## config.mk

```make
export PLATFORM = sky130hd
export DESIGN_NAME = adder_op_sequencer_flat
export DESIGN_NICKNAME = d
export VERILOG_FILES = /design/src/rtl/adder_op_sequencer_pkg.sv /design/src/rtl/adder_op_sequencer_if.sv /design/src/rtl/adder_op_sequencer_sync_fifo.sv /design/src/rtl/adder_op_sequencer.sv /design/src/flat_wrapper.sv
export SDC_FILE = /design/constraint.sdc
export NUM_CORES = 1
export LEC_CHECK = 0
export BUFFER_PORTS_ARGS = -buffer_cell sky130_fd_sc_hd__buf_2
export CAP_MARGIN = 20
export CORE_ASPECT_RATIO = 1.5
export CORE_UTILIZATION = 42
export DETAILED_ROUTE_END_ITERATION = 8
export GPL_TIMING_DRIVEN = 0
export PLACE_DENSITY = 0.63
export SETUP_SLACK_MARGIN = 0.15
export SLEW_MARGIN = 10
export SYNTH_ARGS = -nofsm -noshare
export SYNTH_HDL_FRONTEND = slang
export SYNTH_SLANG_ARGS = --single-unit
export TNS_END_PERCENT = 5
```

## constraint.sdc

```tcl
create_clock -name clk -period 2.69 [get_ports clk]
set_clock_uncertainty 0.05 [all_clocks]
set_input_delay 0.6725 -clock clk [delete_from_list [all_inputs] [get_ports clk]]
set_output_delay 0.6725 -clock clk [all_outputs]
set_load 0.01 [all_outputs]
```

## src/rtl/adder_op_sequencer_pkg.sv

```systemverilog
// rtl/adder_op_sequencer_pkg.sv - shared state encoding and width helper
package adder_op_sequencer_pkg;

  typedef enum logic [1:0] {
    IDLE = 2'd0,
    WAIT = 2'd1,
    HOLD = 2'd2
  } state_e;

  // Width able to hold 0..depth inclusive (counts, not pointers).
  function automatic int cnt_w(input int depth);
    return $clog2(depth + 1);
  endfunction

endpackage

```

## src/rtl/adder_op_sequencer_if.sv

```systemverilog
// rtl/adder_op_sequencer_if.sv - operand/result streams and adder-side bus
interface adder_op_sequencer_if
  import adder_op_sequencer_pkg::*;
#(
  parameter int N          = 32,
  parameter int FIFO_DEPTH = 4
);
  localparam int CW = cnt_w(FIFO_DEPTH);

  logic          in_valid;
  logic          in_ready;
  logic [N-1:0]  in_a;
  logic [N-1:0]  in_b;
  logic [N-1:0]  adder_a;
  logic [N-1:0]  adder_b;
  logic [N:0]    adder_sum;
  logic          out_valid;
  logic          out_ready;
  logic [N:0]    out_sum;
  logic          busy;
  logic [CW-1:0] count;

  modport master (
    output in_valid, in_a, in_b, out_ready, adder_sum,
    input  in_ready, adder_a, adder_b, out_valid, out_sum, busy, count
  );

  modport slave (
    input  in_valid, in_a, in_b, out_ready, adder_sum,
    output in_ready, adder_a, adder_b, out_valid, out_sum, busy, count
  );
endinterface

```

## src/rtl/adder_op_sequencer_sync_fifo.sv

```systemverilog
// rtl/adder_op_sequencer_sync_fifo.sv - power-of-2 depth synchronous FIFO, head visible combinationally
module sync_fifo
  import adder_op_sequencer_pkg::*;
#(
  parameter int WIDTH = 64,
  parameter int DEPTH = 4
) (
  input  logic                    clk,
  input  logic                    rst_n,
  input  logic                    push,
  input  logic                    pop,
  input  logic [WIDTH-1:0]        din,
  output logic [WIDTH-1:0]        dout,
  output logic [cnt_w(DEPTH)-1:0] count,
  output logic                    full,
  output logic                    empty
);
  localparam int PW = $clog2(DEPTH);
  localparam int CW = cnt_w(DEPTH);

  logic [WIDTH-1:0] mem_q [DEPTH];
  logic [PW-1:0]    wr_ptr_q, rd_ptr_q;
  logic [CW-1:0]    count_q, count_d;

  always_comb begin
    count_d = count_q;
    if (push && !pop)      count_d = count_q + CW'(1);
    else if (pop && !push) count_d = count_q - CW'(1);
  end

  // Pointers wrap naturally because DEPTH is a power of two.
  always_ff @(posedge clk or negedge rst_n) begin
    if (!rst_n) begin
      wr_ptr_q <= '0;
      rd_ptr_q <= '0;
      count_q  <= '0;
    end else begin
      if (push) wr_ptr_q <= wr_ptr_q + PW'(1);
      if (pop)  rd_ptr_q <= rd_ptr_q + PW'(1);
      count_q <= count_d;
    end
  end

  always_ff @(posedge clk) begin
    if (push) mem_q[wr_ptr_q] <= din;
  end

  assign dout  = mem_q[rd_ptr_q];
  assign count = count_q;
  assign full  = (count_q == CW'(DEPTH));
  assign empty = (count_q == '0);
endmodule

```

## src/rtl/adder_op_sequencer.sv

```systemverilog
// rtl/adder_op_sequencer.sv - queues operand pairs, issues them one at a time to an external adder,
// and returns the captured sums in order
module adder_op_sequencer
  import adder_op_sequencer_pkg::*;
#(
  parameter int N             = 32,
  parameter int FIFO_DEPTH    = 4,
  parameter int ADDER_LATENCY = 1
) (
  input logic                clk,
  input logic                rst_n,
  adder_op_sequencer_if.slave bus
);
  localparam int CW = cnt_w(FIFO_DEPTH);
  localparam int LW = (ADDER_LATENCY > 0) ? $clog2(ADDER_LATENCY + 1) : 1;

  state_e          state_q;
  logic [LW-1:0]   lat_q;
  logic [N-1:0]    adder_a_q, adder_b_q;
  logic [N:0]      out_sum_q;
  logic            out_valid_q;

  logic [2*N-1:0]  head;
  logic [CW-1:0]   fifo_count;
  logic            fifo_full, fifo_empty;
  logic            push, pop;

  // in_ready comes from the registered count only, so a pop never unblocks a push in the same cycle.
  assign push = bus.in_valid && !fifo_full;

  always_comb begin
    pop = 1'b0;
    case (state_q)
      IDLE:    pop = !fifo_empty;
      HOLD:    pop = bus.out_ready && !fifo_empty;
      default: pop = 1'b0;
    endcase
  end

  sync_fifo #(
    .WIDTH(2 * N),
    .DEPTH(FIFO_DEPTH)
  ) u_fifo (
    .clk   (clk),
    .rst_n (rst_n),
    .push  (push),
    .pop   (pop),
    .din   ({bus.in_a, bus.in_b}),
    .dout  (head),
    .count (fifo_count),
    .full  (fifo_full),
    .empty (fifo_empty)
  );

  always_ff @(posedge clk or negedge rst_n) begin
    if (!rst_n) begin
      state_q     <= IDLE;
      lat_q       <= '0;
      adder_a_q   <= '0;
      adder_b_q   <= '0;
      out_sum_q   <= '0;
      out_valid_q <= 1'b0;
    end else begin
      case (state_q)
        IDLE: begin
          if (pop) begin
            adder_a_q <= head[2*N-1:N];
            adder_b_q <= head[N-1:0];
            lat_q     <= LW'(ADDER_LATENCY);
            state_q   <= WAIT;
          end
        end
        WAIT: begin
          if (lat_q == '0) begin
            out_sum_q   <= bus.adder_sum;
            out_valid_q <= 1'b1;
            state_q     <= HOLD;
          end else begin
            lat_q <= lat_q - LW'(1);
          end
        end
        HOLD: begin
          if (bus.out_ready) begin
            out_valid_q <= 1'b0;
            if (pop) begin
              adder_a_q <= head[2*N-1:N];
              adder_b_q <= head[N-1:0];
              lat_q     <= LW'(ADDER_LATENCY);
              state_q   <= WAIT;
            end else begin
              state_q <= IDLE;
            end
          end
        end
        default: state_q <= IDLE;
      endcase
    end
  end

  assign bus.in_ready  = !fifo_full;
  assign bus.adder_a   = adder_a_q;
  assign bus.adder_b   = adder_b_q;
  assign bus.out_valid = out_valid_q;
  assign bus.out_sum   = out_sum_q;
  assign bus.busy      = (state_q != IDLE);
  assign bus.count     = fifo_count;
endmodule
```

## src/flat_wrapper.sv

```systemverilog
// flat-port wrapper written by rule: the top's interface ports become plain ports
module adder_op_sequencer_flat import adder_op_sequencer_pkg::*;
#(
  parameter int N             = 32,
  parameter int FIFO_DEPTH    = 4,
  parameter int ADDER_LATENCY = 1
)
  (clk, rst_n, bus_in_valid, bus_in_a, bus_in_b, bus_out_ready, bus_adder_sum, bus_in_ready, bus_adder_a, bus_adder_b, bus_out_valid, bus_out_sum, bus_busy, bus_count);
  adder_op_sequencer_if #(.N(N), .FIFO_DEPTH(FIFO_DEPTH)) bus_i ();
  input logic clk;
  input logic rst_n;
  input wire logic [$bits(bus_i.in_valid)-1:0] bus_in_valid;
  input wire logic [$bits(bus_i.in_a)-1:0] bus_in_a;
  input wire logic [$bits(bus_i.in_b)-1:0] bus_in_b;
  input wire logic [$bits(bus_i.out_ready)-1:0] bus_out_ready;
  input wire logic [$bits(bus_i.adder_sum)-1:0] bus_adder_sum;
  output wire logic [$bits(bus_i.in_ready)-1:0] bus_in_ready;
  output wire logic [$bits(bus_i.adder_a)-1:0] bus_adder_a;
  output wire logic [$bits(bus_i.adder_b)-1:0] bus_adder_b;
  output wire logic [$bits(bus_i.out_valid)-1:0] bus_out_valid;
  output wire logic [$bits(bus_i.out_sum)-1:0] bus_out_sum;
  output wire logic [$bits(bus_i.busy)-1:0] bus_busy;
  output wire logic [$bits(bus_i.count)-1:0] bus_count;
  assign bus_i.in_valid = bus_in_valid;
  assign bus_i.in_a = bus_in_a;
  assign bus_i.in_b = bus_in_b;
  assign bus_i.out_ready = bus_out_ready;
  assign bus_i.adder_sum = bus_adder_sum;
  assign bus_in_ready = bus_i.in_ready;
  assign bus_adder_a = bus_i.adder_a;
  assign bus_adder_b = bus_i.adder_b;
  assign bus_out_valid = bus_i.out_valid;
  assign bus_out_sum = bus_i.out_sum;
  assign bus_busy = bus_i.busy;
  assign bus_count = bus_i.count;
  adder_op_sequencer #(.N(N), .FIFO_DEPTH(FIFO_DEPTH), .ADDER_LATENCY(ADDER_LATENCY)) u_core (.clk(clk), .rst_n(rst_n), .bus(bus_i));
endmodule
```

==> run metrics, run 1 <==
# nets final=946; Power Dens Cells=1200 nW/um^2; drt total wl=25700 um; top cells by area, synth=edfxtp_1, dfrtp_1, mux4_2, mux2_2, ha_1; Hold-fix buffers, CTS=0; Yosys top cell by area=edfxtp_1; CTS tree=built; Initial DRT Pass Iterations=6; worst slew pin tran=705 ps; Internal=13.9 mW; Via density=5.03; first-pass GRT wire length=38900 um; share of the synthesized area in the top cell type=57.4%; Worst Hold Class=in -> async; outcome=complete, no violations; Cell Rows=79; register bit total from synthesis=364; Slew Viols, Final=0; core area=31200 um^2; Lkg Pwr=6.08 nW; # clock sinks=364; total power=19.5 mW; Post-Synth Adder-Cell Area=0.617%; Max-cap violations=0; fraction of layout cells with a size suffix above 1=52.5%; Clock power frac=25.7%; die area=32600 um^2; initial DRC count=269; die height=221 um; YS warnings=0; Reg2Reg Setup Slack=320 ps; All-Layer GR Usage=16.2%; Via Count=6392; met1 WL=9960 um; maximum VDD drop=599 uV; largest family of logic cells by synthesized area=multiplexers; port bufs=203; WHS=106 ps; simple-gate share of the synthesized area=0.766%; largest net degree at the start of global routing=64; Comb pwr share=31.4%; max layer used=met4; clock tree root buffer cell=clkbuf_16; grt ovf=0; Switching Share=28.6%; Psw=5.57 mW; TritonCTS buffer count=35; Mean Syn Cell Area=22.6 um^2; synthesized area=13400 um^2; sequential share of the synthesized area=77.6%; detailed-placement wirelength estimate=16400 um; xor/xnor share of the synthesized area=0.392%; H-tree depth=2; fraction of synthesized area in multiplexers=19.2%; per-cell routed wire length=20.2 um; io pins=204; Tmin final=2370 ps; Unique masters post-synth=26; Synth Instances=592; crit start category=flop; clock slew at reported path FFs=60 ps; CP Max Fanout=10; Area Overhead vs Synth=21.6%; Clock Latency Late Sink=520 ps; drc violations=0; DRT antenna net count=0; die width=148 um; unrepaired setup endpoints after global routing=false; met2 WL post-DR=14200 um; Initial Utilization=42.9%; CTS Buffer Depth=3; final-layout fill cell count=2567; count of final setup violators=0; Final Wtd Congestion=0.668; Data required, critical path=3070 ps; Hold Fails Final Rpt=0; Setup CP Type=reg -> reg; fmax=422 MHz; syn_nets=699; met3 wire length=1020 um; post-layout util=52.1%; critical path arrival=2750 ps; Final Cycle Share=88.0%; Crit. End Element=flop; vias in the first global route=6742; Max-slew headroom=53.0%; sequential power share=42.9%; Compound-Gate Fraction of Synth Area=0.131%; antenna violations before repair=1
[cells in the final DEF (no fill, tap or decap), types with 2 or more instances in the layout]
cell / Yosys / final
mux2_2: 100 / 100
nor2_1: 5 / 5
dfrtp_1: 108 / 106
buf_2: 9 / 210
inv_1: 5 / 4
clkbuf_16: 0 / 37
clkinv_4: 0 / 2
edfxtp_1: 256 / 256
xnor2_1: 3 / 3
buf_1: 2 / 2
diode_2: 0 / 2
clkinv_1: 0 / 5
buf_16: 0 / 4
clkbuf_1: 3 / 12
nand2_1: 4 / 4
mux4_2: 64 / 64
buf_4: 5 / 7
ha_1: 5 / 5
bufinv_16: 0 / 5
clkinv_2: 0 / 4
dfrtp_2: 0 / 2
xor2_1: 3 / 3
and2_4: 0 / 4
buf_6: 5 / 6
[cells in the mapped netlist]
cell type,instances
nor2_2,1
ha_1,5
nand2_1,4
mux2_2,100
buf_1,2
xor2_1,3
clkbuf_1,3
nand2b_1,1
buf_4,5
buf_6,5
inv_1,5
nor2b_1,1
mux4_2,64
nor4b_1,1
xnor2_1,3
o21ai_0,1
fa_1,1
dfrtp_1,108
or2_2,1
nor2_1,5
nor3_1,2
a21oi_1,1
buf_2,9
a21boi_1,1
edfxtp_1,256
and2_1,4
[power by group through the flow]
stage | Sequential [mW] | Clock (mW) | Combinational (mW)
finish | 8.37 | 5.01 | 6.12
global route | 8.55 | 5.35 | 6.67
CTS | 8.37 | 5.16 | 6.31
detailed placement | 8.48 | 0 | 6.28
global placement | 8.52 | 0 | 6.08
floorplan | 8.80 | 0 | 3.72
[final cells by class]
class                           instances  area (um^2)  share of cell area (%)
Buffer                                 24          160                   0.984
Antenna cell                            2         5.00                  0.0307
Clock inverter                         17          215                    1.32
Timing Repair Buffer                  209         1160                    7.13
Sequential cell                       364        10400                    63.8
Tap cell                              405          507                    3.11
Inverter                                5         18.8                   0.115
Clock buffer                           46          960                    5.90
Multi-Input combinational cell        200         2860                    17.6
[metrics by stage]
stage                     instances  setup slack, ps  TNS [ps]  cell area [um^2]
after floorplan                 592             -384    -73780             13400
after global placement         1200            -2150   -529470             14900
after detailed placement       1205             -316     -2530             15100
after CTS                      1269             97.3         0             16200
after global routing           1270              183         0             16300
final                          1272              323         0             16300
[logic make-up after synthesis]
logic type / Yosys count
flip-flops: 364
multiplexers: 164
buffers and inverters: 29
AND/OR/NAND/NOR: 20
XOR/XNOR: 6
adder cells (fa/ha/maj): 6
AO/OA/AOI/OAI: 3
[sequential cells by signal, indices dropped and copies added, names as in the netlist]
register and count:
u_core.u_fifo.mem_q 256, u_core.bus.out_valid 1, u_core.state_q 2, u_core.u_fifo.rd_ptr_q 2, u_core.lat_q 1, u_core.bus.adder_a 32, u_core.bus.out_sum 33, u_core.u_fifo.count 3
u_core.bus.adder_b 32, u_core.u_fifo.wr_ptr_q 2
[worst paths after layout]
kind	from	endpoint	cells past startpoint
worst min register to register	u_core.bus.out_sum[8]$_DFFE_PN0P_	u_core.bus.out_sum[8]$_DFFE_PN0P_	1
min in group clk	bus_in_b[21]	u_core.u_fifo.mem_q[1][21]$_DFFE_PP_	1
worst max register to register	u_core.u_fifo.count[1]$_DFFE_PN0P_	u_core.u_fifo.count[2]$_DFFE_PN0P_	11
worst min-delay path	rst_n	u_core.bus.adder_a[30]$_DFFE_PN0P_	1
max in group asynchronous	rst_n	u_core.bus.adder_b[14]$_DFFE_PN0P_	2
worst max-delay path	u_core.u_fifo.count[1]$_DFFE_PN0P_	u_core.u_fifo.count[2]$_DFFE_PN0P_	11
[metal layers]
| layer | global-route usage, % | vias up |
|---|---|---|
| met3 | 3.05 | 40 |
| met2 | 30.1 | 146 |
| li1 | - | 2875 |
| met4 | 5.67 | 0 |
| met1 | 18.5 | 3331 |
| met5 | 0 | - |
[critical path, stage by stage (launching register included)]
cell,delay [ps]
dfrtp_2,460
nor3_4,240
nor3_2,80
buf_4,140
buf_4,180
inv_2,100
ha_1,190
inv_1,60
fa_1,370
xor2_1,160
nor2_1,110
xor2_1,160
[what timing repair did]
item / CTS / global route
setup buffers: 1 / 0
cloned: 0 / 1
pin swaps: 0 / 1
setup endpoints to repair: 29 / 104
resized for setup: 1 / 7
(Power assumes the default switching activity.)
==> run 2: changes to the inputs <==
--- a/config.mk
+++ b/config.mk
@@ -8,13 +8,14 @@
 export BUFFER_PORTS_ARGS = -buffer_cell sky130_fd_sc_hd__buf_2
 export CAP_MARGIN = 20
 export CORE_ASPECT_RATIO = 1.5
-export CORE_UTILIZATION = 42
+export CORE_UTILIZATION = 51
 export DETAILED_ROUTE_END_ITERATION = 8
 export GPL_TIMING_DRIVEN = 0
-export PLACE_DENSITY = 0.63
+export PLACE_DENSITY = 0.74
 export SETUP_SLACK_MARGIN = 0.15
 export SLEW_MARGIN = 10
 export SYNTH_ARGS = -nofsm -noshare
 export SYNTH_HDL_FRONTEND = slang
+export SYNTH_HIERARCHICAL = 1
 export SYNTH_SLANG_ARGS = --single-unit
 export TNS_END_PERCENT = 5
==> run 2 against run 1 <==
Non-clock buffer count grew 3; design area is 0.32% higher; core utilization rose by 11 points; synthesized area is 1.5% higher; hold slack got worse by 87 ps; power is 1.5% higher; worst setup slack got worse by 62 ps; die area shrank 16%; final cell count fell by 5.3%; critical path depth down 1; combinational power up 10%; sequential share of layout area fell by 0.20 points; critical endpoint is now u_core/u_fifo/count[1]$_DFFE_PN0P_; largest power group unchanged.
==> run metrics, run 2 <==
outcome=complete, no violations; drc violations=0 (unchanged); initial DRC count=230 (-14%); DP Worst Slack=-253 ps (+62.8 ps); total power=19.8 mW (+1.5%); Top FF cell, synth=edfxtp_1; All-Layer GR Usage=19.4% (+3.2 points); Power Dens Cells=1210 nW/um^2 (+1.1%); die area=27300 um^2 (-16%); count of final setup violators=0 (unchanged); Max-cap violations=0 (unchanged); register bit total from synthesis=364 (unchanged); io pins=204 (unchanged); Synth top cells by count=edfxtp_1, dfrtp_1, mux4_2; unrepaired setup endpoints after global routing=false; # nets final=952 (+0.63%); syn_nets=702 (+0.43%); DRT antenna net count=0 (unchanged); Hold Fails Final Rpt=0 (unchanged); Worst Hold Class=in -> async; Final Wtd Congestion=0.731 (+9.5%); final setup margin=261 ps (-61.5 ps); Slew Viols, Final=0 (unchanged); antenna cells=0 (-2); Initial Utilization=52.4% (+9.5 points); Yosys top cell by area=edfxtp_1; TritonCTS buffer count=36 (+2.9%); share of the synthesized area in the top cell type=56.6% (-0.85 points); port bufs=203 (unchanged); clock slew at reported path FFs=60 ps (about the same); drt total wl=25200 um (-1.9%); critical path arrival=2770 ps (+20 ps); Lkg Pwr=6.28 nW (+3.3%); synthesized area=13600 um^2 (+1.5%); Final Cycle Share=90.3% (+2.3 points); Top reg by flops=u_core/u_fifo/mem_q; Mean Syn Cell Area=22.8 um^2 (+0.98%); most common cell after layout, fill and taps aside=edfxtp_1; largest net degree at the start of global routing=67 (+4.7%); Data required, critical path=3030 ps (-40 ps); Cell Rows=72 (-8.9%); Unique masters post-synth=29 (+12%); Max-slew headroom=53.6% (+0.67 points); worst slew pin tran=695 ps (-10.1 ps); YS warnings=6 (+6); fraction of layout cells with a size suffix above 1=53.2% (+0.67 points); detailed-placement wirelength estimate=16100 um (-1.3%); die width=135 um (-8.5%); core area=25900 um^2 (-17%); CTS Buffer Depth=3 (unchanged); most numerous cell in the Yosys netlist=edfxtp_1; clock tree root buffer cell=clkbuf_16; Synth Instances=595 (+0.51%); Tmin final=2430 ps (+61.5 ps); maximum VDD drop=716 uV (+19%); first-pass GRT wire length=39200 um (+0.80%); fmax=412 MHz (-2.5%); max reg flops=256 (unchanged); Initial DRT Pass Iterations=5 (-1); crit start category=flop; setup TNS=0 ps (unchanged); Via Count=6420 (+0.44%); die height=202 um (-8.5%); Setup CP Type=reg -> reg; Area Overhead vs Synth=20.2%; antenna violations before repair=3 (+2); CP Max Fanout=10 (unchanged); Crit. End Element=flop; Via density=5.33 (+6.1%); sequential share of the synthesized area=76.5% (-1.1 points); H-tree depth=2 (unchanged); CTS tree=built; Clock Latency Late Sink=510 ps (about the same); top cells by area, synth=edfxtp_1, dfrtp_1, mux4_2, mux2_2, mux2_4; most frequent cells in the layout=edfxtp_1, buf_2, dfrtp_1; Post-synth EDFFs=256 (unchanged); per-cell routed wire length=21.0 um (+3.7%); fraction of registers with async set/reset=29.7% (unchanged); grt ovf=0 (unchanged); vias in the first global route=6996 (+3.8%); # clock sinks=364 (unchanged)
## run 2: through the flow
step	util [%]	hold slack (ps)	area [um^2]	instances
final	62.9	18.4	16300	1204
after global routing	62.9	38.9	16300	1204
after CTS	62.9	26.2	16300	1203
after detailed placement	58.4	436	15200	1136
after global placement	57.9	434	15000	1131
after floorplan	-	327	13600	595
## run 2: final timing paths
path	from	endpoint	slack (ps)	cells past startpoint
worst max-delay path	u_core/state_q[1]$_DFFE_PN0P_	u_core/u_fifo/count[1]$_DFFE_PN0P_	260	10
worst min-delay path	rst_n	u_core/bus.adder_a[25]$_DFFE_PN0P_	20	1
worst max register to register	u_core/state_q[1]$_DFFE_PN0P_	u_core/u_fifo/count[1]$_DFFE_PN0P_	260	10
worst min register to register	u_core/bus.adder_a[0]$_DFFE_PN0P_	u_core/bus.adder_a[0]$_DFFE_PN0P_	450	1
max in group asynchronous	rst_n	u_core/state_q[1]$_DFFE_PN0P_	1810	2
min in group clk	bus_in_a[13]	u_core/u_fifo/mem_q[0][45]$_DFFE_PP_	330	1
## run 2: report_power, final
group,switching (mW),internal [mW]
clock,1.98,2.70
sequential,0.621,7.76
combinational,3.12,3.61
total,5.72,14.1
## run 2: worst max-delay path: stages, from the launching register on
cell and delay, ps:
dfrtp_2 400, nor2b_4 130, or3_4 400, buf_12 170
buf_12 120, inv_2 60, inv_1 70, ha_2 190
inv_1 70, fa_1 400, mux2_2 270
## run 2: routing by layer
layer | share of wire [%] | vias to the layer above | wire length (um) | global-route usage (%)
met1 | 38 | 3342 | 9640 | 23.3
met5 | 0.11 | - | 27 | 0
li1 | - | 2869 | - | -
met3 | 5.3 | 37 | 1330 | 4.04
met4 | 2.0 | 4 | 505 | 6.26
met2 | 54 | 168 | 13700 | 34.4
## run 2: timing repair
item,CTS,global route
endpoints found under the setup margin,2,105
pin swaps,1,0
gates cloned,0,0
buffers inserted,3,1
gates resized for setup,7,5
hold buffers,0,0
## run 2: layout make-up
class                           instances  area [um^2]
Clock inverter                         16          105
Sequential cell                       364        10400
Timing Repair Buffer                  212         1170
Multi-Input combinational cell        200         3010
Tap cell                              333          417
Inverter                                7         26.3
Buffer                                 24          211
Fill cell                            1816         9610
Clock buffer                           48          997
## run 2: cell families after synthesis
logic type | synth area share (%)
adder cells (fa/ha/maj) | 0.608
multiplexers | 19.8
XOR/XNOR | 0.387
buffers and inverters | 1.62
AND/OR/NAND/NOR | 0.958
flip-flops | 76.5
AO/OA/AOI/OAI | 0.193
